### config.mk
export PLATFORM = sky130hd
export DESIGN_NAME = pipeline_controller
export DESIGN_NICKNAME = d
export VERILOG_FILES = /design/src/rtl/pipeline_controller_pkg.sv /design/src/rtl/pipeline_controller_hazard_detect.sv /design/src/rtl/pipeline_controller.sv
export SDC_FILE = /design/constraint.sdc
export NUM_CORES = 1
export LEC_CHECK = 0
export ABC_AREA = 1
export CAP_MARGIN = 20
export CORE_UTILIZATION = 56
export DETAILED_ROUTE_END_ITERATION = 6
export DONT_BUFFER_PORTS = 1
export GPL_TIMING_DRIVEN = 0
export PLACE_DENSITY = 0.71
export SLEW_MARGIN = 20
export SYNTH_ARGS = -nofsm -noshare
export SYNTH_HDL_FRONTEND = slang
export SYNTH_SLANG_ARGS = --single-unit
### constraint.sdc
create_clock -name clk -period 1.95 [get_ports clk]
set_clock_uncertainty 0.1 [all_clocks]
set_input_delay 0.2925 -clock clk [delete_from_list [all_inputs] [get_ports clk]]
set_output_delay 0.2925 -clock clk [all_outputs]
set_load 0.05 [all_outputs]
### src/rtl/pipeline_controller_pkg.sv
// rtl/pipeline_controller_pkg.sv - shared encodings for the pipeline controller
package pipeline_controller_pkg;

  localparam int PIPE_CTRL_STATE_LEN = 2;

  typedef enum logic [PIPE_CTRL_STATE_LEN-1:0] {
    ST_RUN        = 2'd0,
    ST_IF_WAIT    = 2'd1,
    ST_IF_DISCARD = 2'd2,
    ST_MEM_WAIT   = 2'd3
  } pipe_state_e;

  typedef logic [1:0] fwd_sel_t;

  localparam fwd_sel_t FWD_RF  = 2'd0;
  localparam fwd_sel_t FWD_MEM = 2'd1;
  localparam fwd_sel_t FWD_WB  = 2'd2;

  // A writing, non-x0 destination that names the given source register
  function automatic logic rd_hits(input logic [4:0] rd, input logic we, input logic [4:0] rs);
    return we && (rd != 5'd0) && (rd == rs);
  endfunction

endpackage

### src/rtl/pipeline_controller_hazard_detect.sv
// rtl/pipeline_controller_hazard_detect.sv - RAW comparator and forward selects (PIPE_FORWARDING_EN)
module hazard_detect
  import pipeline_controller_pkg::*;
(
  input  logic [4:0] id_rs1,
  input  logic [4:0] id_rs2,
  input  logic       id_uses_rs1,
  input  logic       id_uses_rs2,
  input  logic [4:0] ex_rd,
  input  logic       ex_reg_write,
  input  logic       ex_is_load,
  input  logic [4:0] mem_rd,
  input  logic       mem_reg_write,
  input  logic [4:0] wb_rd,
  input  logic       wb_reg_write,
  input  logic [4:0] ex_rs1,
  input  logic [4:0] ex_rs2,
  output logic       stall,
  output fwd_sel_t   fwd_a,
  output fwd_sel_t   fwd_b
);

`ifdef PIPE_FORWARDING_EN
  // Only a load in EX cannot be bypassed in time; everything else forwards
  always_comb begin
    stall = ex_is_load &&
            ((id_uses_rs1 && rd_hits(ex_rd, ex_reg_write, id_rs1)) ||
             (id_uses_rs2 && rd_hits(ex_rd, ex_reg_write, id_rs2)));
  end

  // Youngest producer wins: MEM before WB, register file otherwise
  always_comb begin
    fwd_a = FWD_RF;
    fwd_b = FWD_RF;
    if (rd_hits(mem_rd, mem_reg_write, ex_rs1))      fwd_a = FWD_MEM;
    else if (rd_hits(wb_rd, wb_reg_write, ex_rs1))   fwd_a = FWD_WB;
    if (rd_hits(mem_rd, mem_reg_write, ex_rs2))      fwd_b = FWD_MEM;
    else if (rd_hits(wb_rd, wb_reg_write, ex_rs2))   fwd_b = FWD_WB;
  end
`else
  logic unused_fwd_inputs;
  assign unused_fwd_inputs = ^{ex_is_load, wb_rd, wb_reg_write, ex_rs1, ex_rs2};

  // No bypass network: hold ID until producers in EX and MEM have reached WB
  always_comb begin
    stall = (id_uses_rs1 && (rd_hits(ex_rd, ex_reg_write, id_rs1) ||
                             rd_hits(mem_rd, mem_reg_write, id_rs1))) ||
            (id_uses_rs2 && (rd_hits(ex_rd, ex_reg_write, id_rs2) ||
                             rd_hits(mem_rd, mem_reg_write, id_rs2)));
    fwd_a = FWD_RF;
    fwd_b = FWD_RF;
  end
`endif

endmodule

### src/rtl/pipeline_controller.sv
// rtl/pipeline_controller.sv - 5-stage pipeline sequencing FSM, stall counter (PIPE_FORWARDING_EN)
module pipeline_controller
  import pipeline_controller_pkg::*;
#(
  parameter int CNT_W = 16
) (
  input  logic             clk,
  input  logic             reset,
  input  logic [4:0]       id_rs1,
  input  logic [4:0]       id_rs2,
  input  logic             id_uses_rs1,
  input  logic             id_uses_rs2,
  input  logic [4:0]       ex_rd,
  input  logic [4:0]       mem_rd,
  input  logic [4:0]       wb_rd,
  input  logic             ex_reg_write,
  input  logic             mem_reg_write,
  input  logic             wb_reg_write,
  input  logic             ex_is_load,
  input  logic             ex_redirect,
  input  logic             imem_ready,
  input  logic             dmem_req,
  input  logic             dmem_ready,
  output logic             pc_en,
  output logic             if_id_en,
  output logic             id_ex_en,
  output logic             ex_mem_en,
  output logic             mem_wb_en,
  output logic             pc_sel_target,
  output logic             if_id_flush,
  output logic             id_ex_flush,
  output logic             mem_wb_bubble,
  output logic [1:0]       fwd_a,
  output logic [1:0]       fwd_b,
  output logic [CNT_W-1:0] stall_count
);

  pipe_state_e      state_q, state_d;
  pipe_state_e      resume_q, resume_d;
  pipe_state_e      eff_state;
  logic [4:0]       ex_rs1_q, ex_rs1_d;
  logic [4:0]       ex_rs2_q, ex_rs2_d;
  logic [CNT_W-1:0] stall_count_q, stall_count_d;
  logic             hz_stall;
  logic             mem_stall;

  hazard_detect u_hazard_detect (
    .id_rs1        (id_rs1),
    .id_rs2        (id_rs2),
    .id_uses_rs1   (id_uses_rs1),
    .id_uses_rs2   (id_uses_rs2),
    .ex_rd         (ex_rd),
    .ex_reg_write  (ex_reg_write),
    .ex_is_load    (ex_is_load),
    .mem_rd        (mem_rd),
    .mem_reg_write (mem_reg_write),
    .wb_rd         (wb_rd),
    .wb_reg_write  (wb_reg_write),
    .ex_rs1        (ex_rs1_q),
    .ex_rs2        (ex_rs2_q),
    .stall         (hz_stall),
    .fwd_a         (fwd_a),
    .fwd_b         (fwd_b)
  );

  assign mem_stall   = dmem_req && !dmem_ready;
  // The cycle a data wait completes behaves like the state it interrupted
  assign eff_state   = (state_q == ST_MEM_WAIT) ? resume_q : state_q;
  assign stall_count = stall_count_q;

  // Priority resolution: data wait, redirect, RAW stall, fetch wait
  always_comb begin
    pc_en         = 1'b1;
    if_id_en      = 1'b1;
    id_ex_en      = 1'b1;
    ex_mem_en     = 1'b1;
    mem_wb_en     = 1'b1;
    pc_sel_target = 1'b0;
    if_id_flush   = 1'b0;
    id_ex_flush   = 1'b0;
    mem_wb_bubble = 1'b0;
    state_d       = state_q;
    resume_d      = resume_q;
    if (mem_stall) begin
      pc_en         = 1'b0;
      if_id_en      = 1'b0;
      id_ex_en      = 1'b0;
      ex_mem_en     = 1'b0;
      mem_wb_en     = 1'b0;
      mem_wb_bubble = 1'b1;
      state_d       = ST_MEM_WAIT;
      if (state_q != ST_MEM_WAIT) resume_d = state_q;
    end else if (ex_redirect) begin
      pc_sel_target = 1'b1;
      if_id_flush   = 1'b1;
      id_ex_flush   = 1'b1;
      // A fetch still in flight now belongs to the wrong PC
      state_d = (!imem_ready || eff_state == ST_IF_WAIT) ? ST_IF_DISCARD : ST_RUN;
    end else begin
      if (hz_stall) begin
        pc_en       = 1'b0;
        if_id_en    = 1'b0;
        id_ex_flush = 1'b1;
      end else if (eff_state == ST_IF_DISCARD || !imem_ready) begin
        pc_en       = 1'b0;
        if_id_flush = 1'b1;
      end
      if (eff_state == ST_IF_DISCARD) state_d = imem_ready ? ST_RUN : ST_IF_DISCARD;
      else                            state_d = imem_ready ? ST_RUN : ST_IF_WAIT;
    end
  end

  // EX source capture and saturating stall counter next-state
  always_comb begin
    ex_rs1_d      = ex_rs1_q;
    ex_rs2_d      = ex_rs2_q;
    stall_count_d = stall_count_q;
    if (id_ex_en) begin
      ex_rs1_d = id_rs1;
      ex_rs2_d = id_rs2;
    end
    if (!pc_en && (stall_count_q != {CNT_W{1'b1}})) stall_count_d = stall_count_q + 1'b1;
  end

  // FSM state and resume state
  always_ff @(posedge clk) begin
    if (reset) begin
      state_q  <= ST_RUN;
      resume_q <= ST_RUN;
    end else begin
      state_q  <= state_d;
      resume_q <= resume_d;
    end
  end

  // Registered EX sources and stall counter
  always_ff @(posedge clk) begin
    if (reset) begin
      ex_rs1_q      <= 5'd0;
      ex_rs2_q      <= 5'd0;
      stall_count_q <= '0;
    end else begin
      ex_rs1_q      <= ex_rs1_d;
      ex_rs2_q      <= ex_rs2_d;
      stall_count_q <= stall_count_d;
    end
  end

endmodule

==> flow_summary_export.csv <==
group,metric,value,unit
run_status,status,"finished, violations left",
run_status,violations,"setup timing",
setup_path,critPathLaunchType,"input port",
setup_path,cp.arrival,1.74,ns
floorplanning,num_rows,18,
hold_path,hold_class,"input port to flop",
setup_path,cp_data_required_time,1.56,ns
grt,grt_pass1_vias,1220,
detailed_routing,routed_wl,3420,um
sta,setup_viol,2,
floorplanning,start_util,60.4,%
power_and_ir_drop,total_power,1.07,mW
clocking,clock_latency,0.31,ns
detailed_routing,ant_nets,0,
yosys,ys_types,26,
yosys,synth_area,1540,um^2
detailed_routing,drt_iter0_drc,23,
yosys,ys_seq_elements,20,
floorplanning,chipWidth,54.4,um
sta,post-route-period-util,110,%
setup_path,r2r_slack,0.13,ns
setup_path,criticalPathCategory,"input port to primary output",
floorplanning,io_pins,66,
grt,grt_overflow,0,
detailed_routing,vias,1474,
final_layout,area_delta_synth_final,20.0,%
yosys,synth_cells,243,
setup_path,cp_max_fo,7,
run,maxCapViolCount,0,
final_layout,n_antenna_cell,0,
yosys,synth_edf_count,0,
yosys,synth_seq_area_share,26.1,%
sta,whs,0.0912,ns
grt,grt_usage,22.9,%
power_and_ir_drop,leakagePower,0.859,nW
power_and_ir_drop,power_density,579,nW/um^2
placed_design,dp_hpwl,2480,um
setup_path,cp-end-kind,"primary output",
sta,drv_slew,0,
floorplanning,design.core.area,2540,um^2
yosys,async_flop_share,0,%
placed_design,globalplace.congestion,0.860,
clocking,numCtsBuffers,3,
sta,rsz0062_at_grt,"true",
sta,fin_crit,2.14,ns
final_layout,stdcell_count,286,
sta,setup_ws,-0.187,ns
detailed_routing,wire_per_inst,12.0,um
detailed_routing,drcViolationCount,0,
clocking,cts_tree,"done",
sta,final_hold_viol_count,0,
sta,tightest_slew,0.902,ns
sta,slew_headroom,39.6,%
power_and_ir_drop,vdd_drop_max,857,uV
final_layout,final_util,72.4,%
placed_design,post-place-ws,-0.263,ns
final_layout,layout-drive-gt1-share,24.6,%
clocking,htreeDepth,1,
clocking,clk_pin_slew,0.11,ns
grt,antenna_found_initial,0,
floorplanning,dieArea,2960,um^2
final_layout,final_nets,295,
clocking,cts_root_buf,"clkbuf_4",
sta,fmax,468,MHz
yosys,ys_warn_count,0,
yosys,synth_flop_cell,"dfxtp_1",
clocking,clkSinkCount,20,
grt,grt_pass1_wl,4960,um
final_layout,final.fill_count,219,
placed_design,numPortBuffers,0,
clocking,clk_path_buf_depth,2,
floorplanning,die_y,54.4,um
grt,grt_max_degree,13,
placed_design,dp.cells,276,
yosys,syn_avg_cell_area,6.32,um^2
detailed_routing,dr.pass1.iters,4,
detailed_routing,vias_per_cell,5.15,
report_power, final:
group	switching, mW	leakage [nW]	internal [mW]
Combinational	0.168	0.661	0.108
Sequential	0.0403	0.170	0.415
Clock	0.127	0.0279	0.208
path summary, 6_finish.rpt:
path	start	cells past startpoint	end
max	dmem_req	6	pc_en
max reg2reg	stall_count[0]	11	stall_count[2]
min reg2reg	resume_q[0]	2	resume_q[0]
min	imem_ready	2	state_q[0]
stage by stage:
stage | cell area [um^2] | setup TNS, ns
after floorplan | 1570 | -0.172
after global placement | 1610 | -1.19
after detailed placement | 1610 | -1.52
after CTS | 1760 | -0.369
after global routing | 1840 | -0.419
final | 1840 | -0.188
cells by family (layout without fill, tap and decap cells):
| logic type | Yosys count | count (layout) | synth area share (%) |
|---|---|---|---|
| AND/OR/NAND/NOR | 133 | 133 | 39.3 |
| buffers and inverters | 42 | 52 | 13.5 |
| AO/OA/AOI/OAI | 27 | 27 | 9.20 |
| flip-flops | 20 | 20 | 26.1 |
| XOR/XNOR | 19 | 19 | 10.8 |
| adder cells (fa/ha/maj) | 1 | 1 | 0.814 |
| other | 1 | 4 | 0.244 |
synth_stat cells, types with 3 or more instances:
library cell	number	area, um^2
nand2_1	54	203
nor2_1	37	139
inv_1	26	97.6
nand3_1	26	130
a21oi_1	22	110
dfxtp_1	20	400
xor2_1	10	87.6
xnor2_1	9	78.8
buf_4	7	52.6
inv_2	4	15.0
nand2_2	4	25.0
buf_6	3	33.8
nand4_1	3	18.8
nor2_4	3	33.8
layer usage:
layer | GRT usage [%] | up-vias | wire length (um)
met3 | 8.61 | 2 | 206
met2 | 38.0 | 45 | 1680
li1 | - | 785 | -
met1 | 28.0 | 642 | 1530
met5 | 0 | - | 0
met4 | 4.70 | 0 | 10
flip-flops by register name (all words and copies together), names as in the netlist:
| register | count |
|---|---|
| resume_q | 2 |
| stall_count | 16 |
| state_q | 2 |
layout make-up:
type                            instances  area (um^2)  area share, %
Buffer                                 11          103           5.57
Clock buffer                            3         22.5           1.22
Clock inverter                          1         30.0           1.63
Inverter                               31          131           7.13
Multi-Input combinational cell        184         1020           55.3
Sequential cell                        20          434           23.6
Tap cell                               30         37.5           2.04
Timing Repair Buffer                    6         65.1           3.53
repair_timing:
action | CTS | global route
hold buffers | 1 | 0
gates cloned | 0 | 1
gates resized for setup | 23 | 20
buffers inserted | 4 | 2
endpoints found under the hold margin | 1 | 0
pin swaps | 9 | 11
setup endpoints to repair | 17 | 12
cell usage in the layout, fill, tap and decap left out, types with 2 or more instances in the layout:
master	instances
a21oi_1	21
buf_4	10
buf_6	2
buf_8	2
clkbuf_4	3
clkinvlp_4	2
conb_1	4
dfxtp_1	9
dfxtp_2	3
dfxtp_4	8
inv_1	22
inv_2	5
nand2_1	50
nand2_2	8
nand3_1	25
nand3b_1	2
nand4_1	3
nor2_1	32
nor2_4	8
o21ai_0	2
xnor2_1	9
xor2_1	10
worst max-delay path, stage by stage:
cell,delay (ns)
inv_8,0.01
nor2_4,0.41
clkinvlp_4,0.49
nand3_4,0.19
buf_8,0.12
clkinvlp_4,0.22
Note: power is estimated with default switching activity, not from simulation.
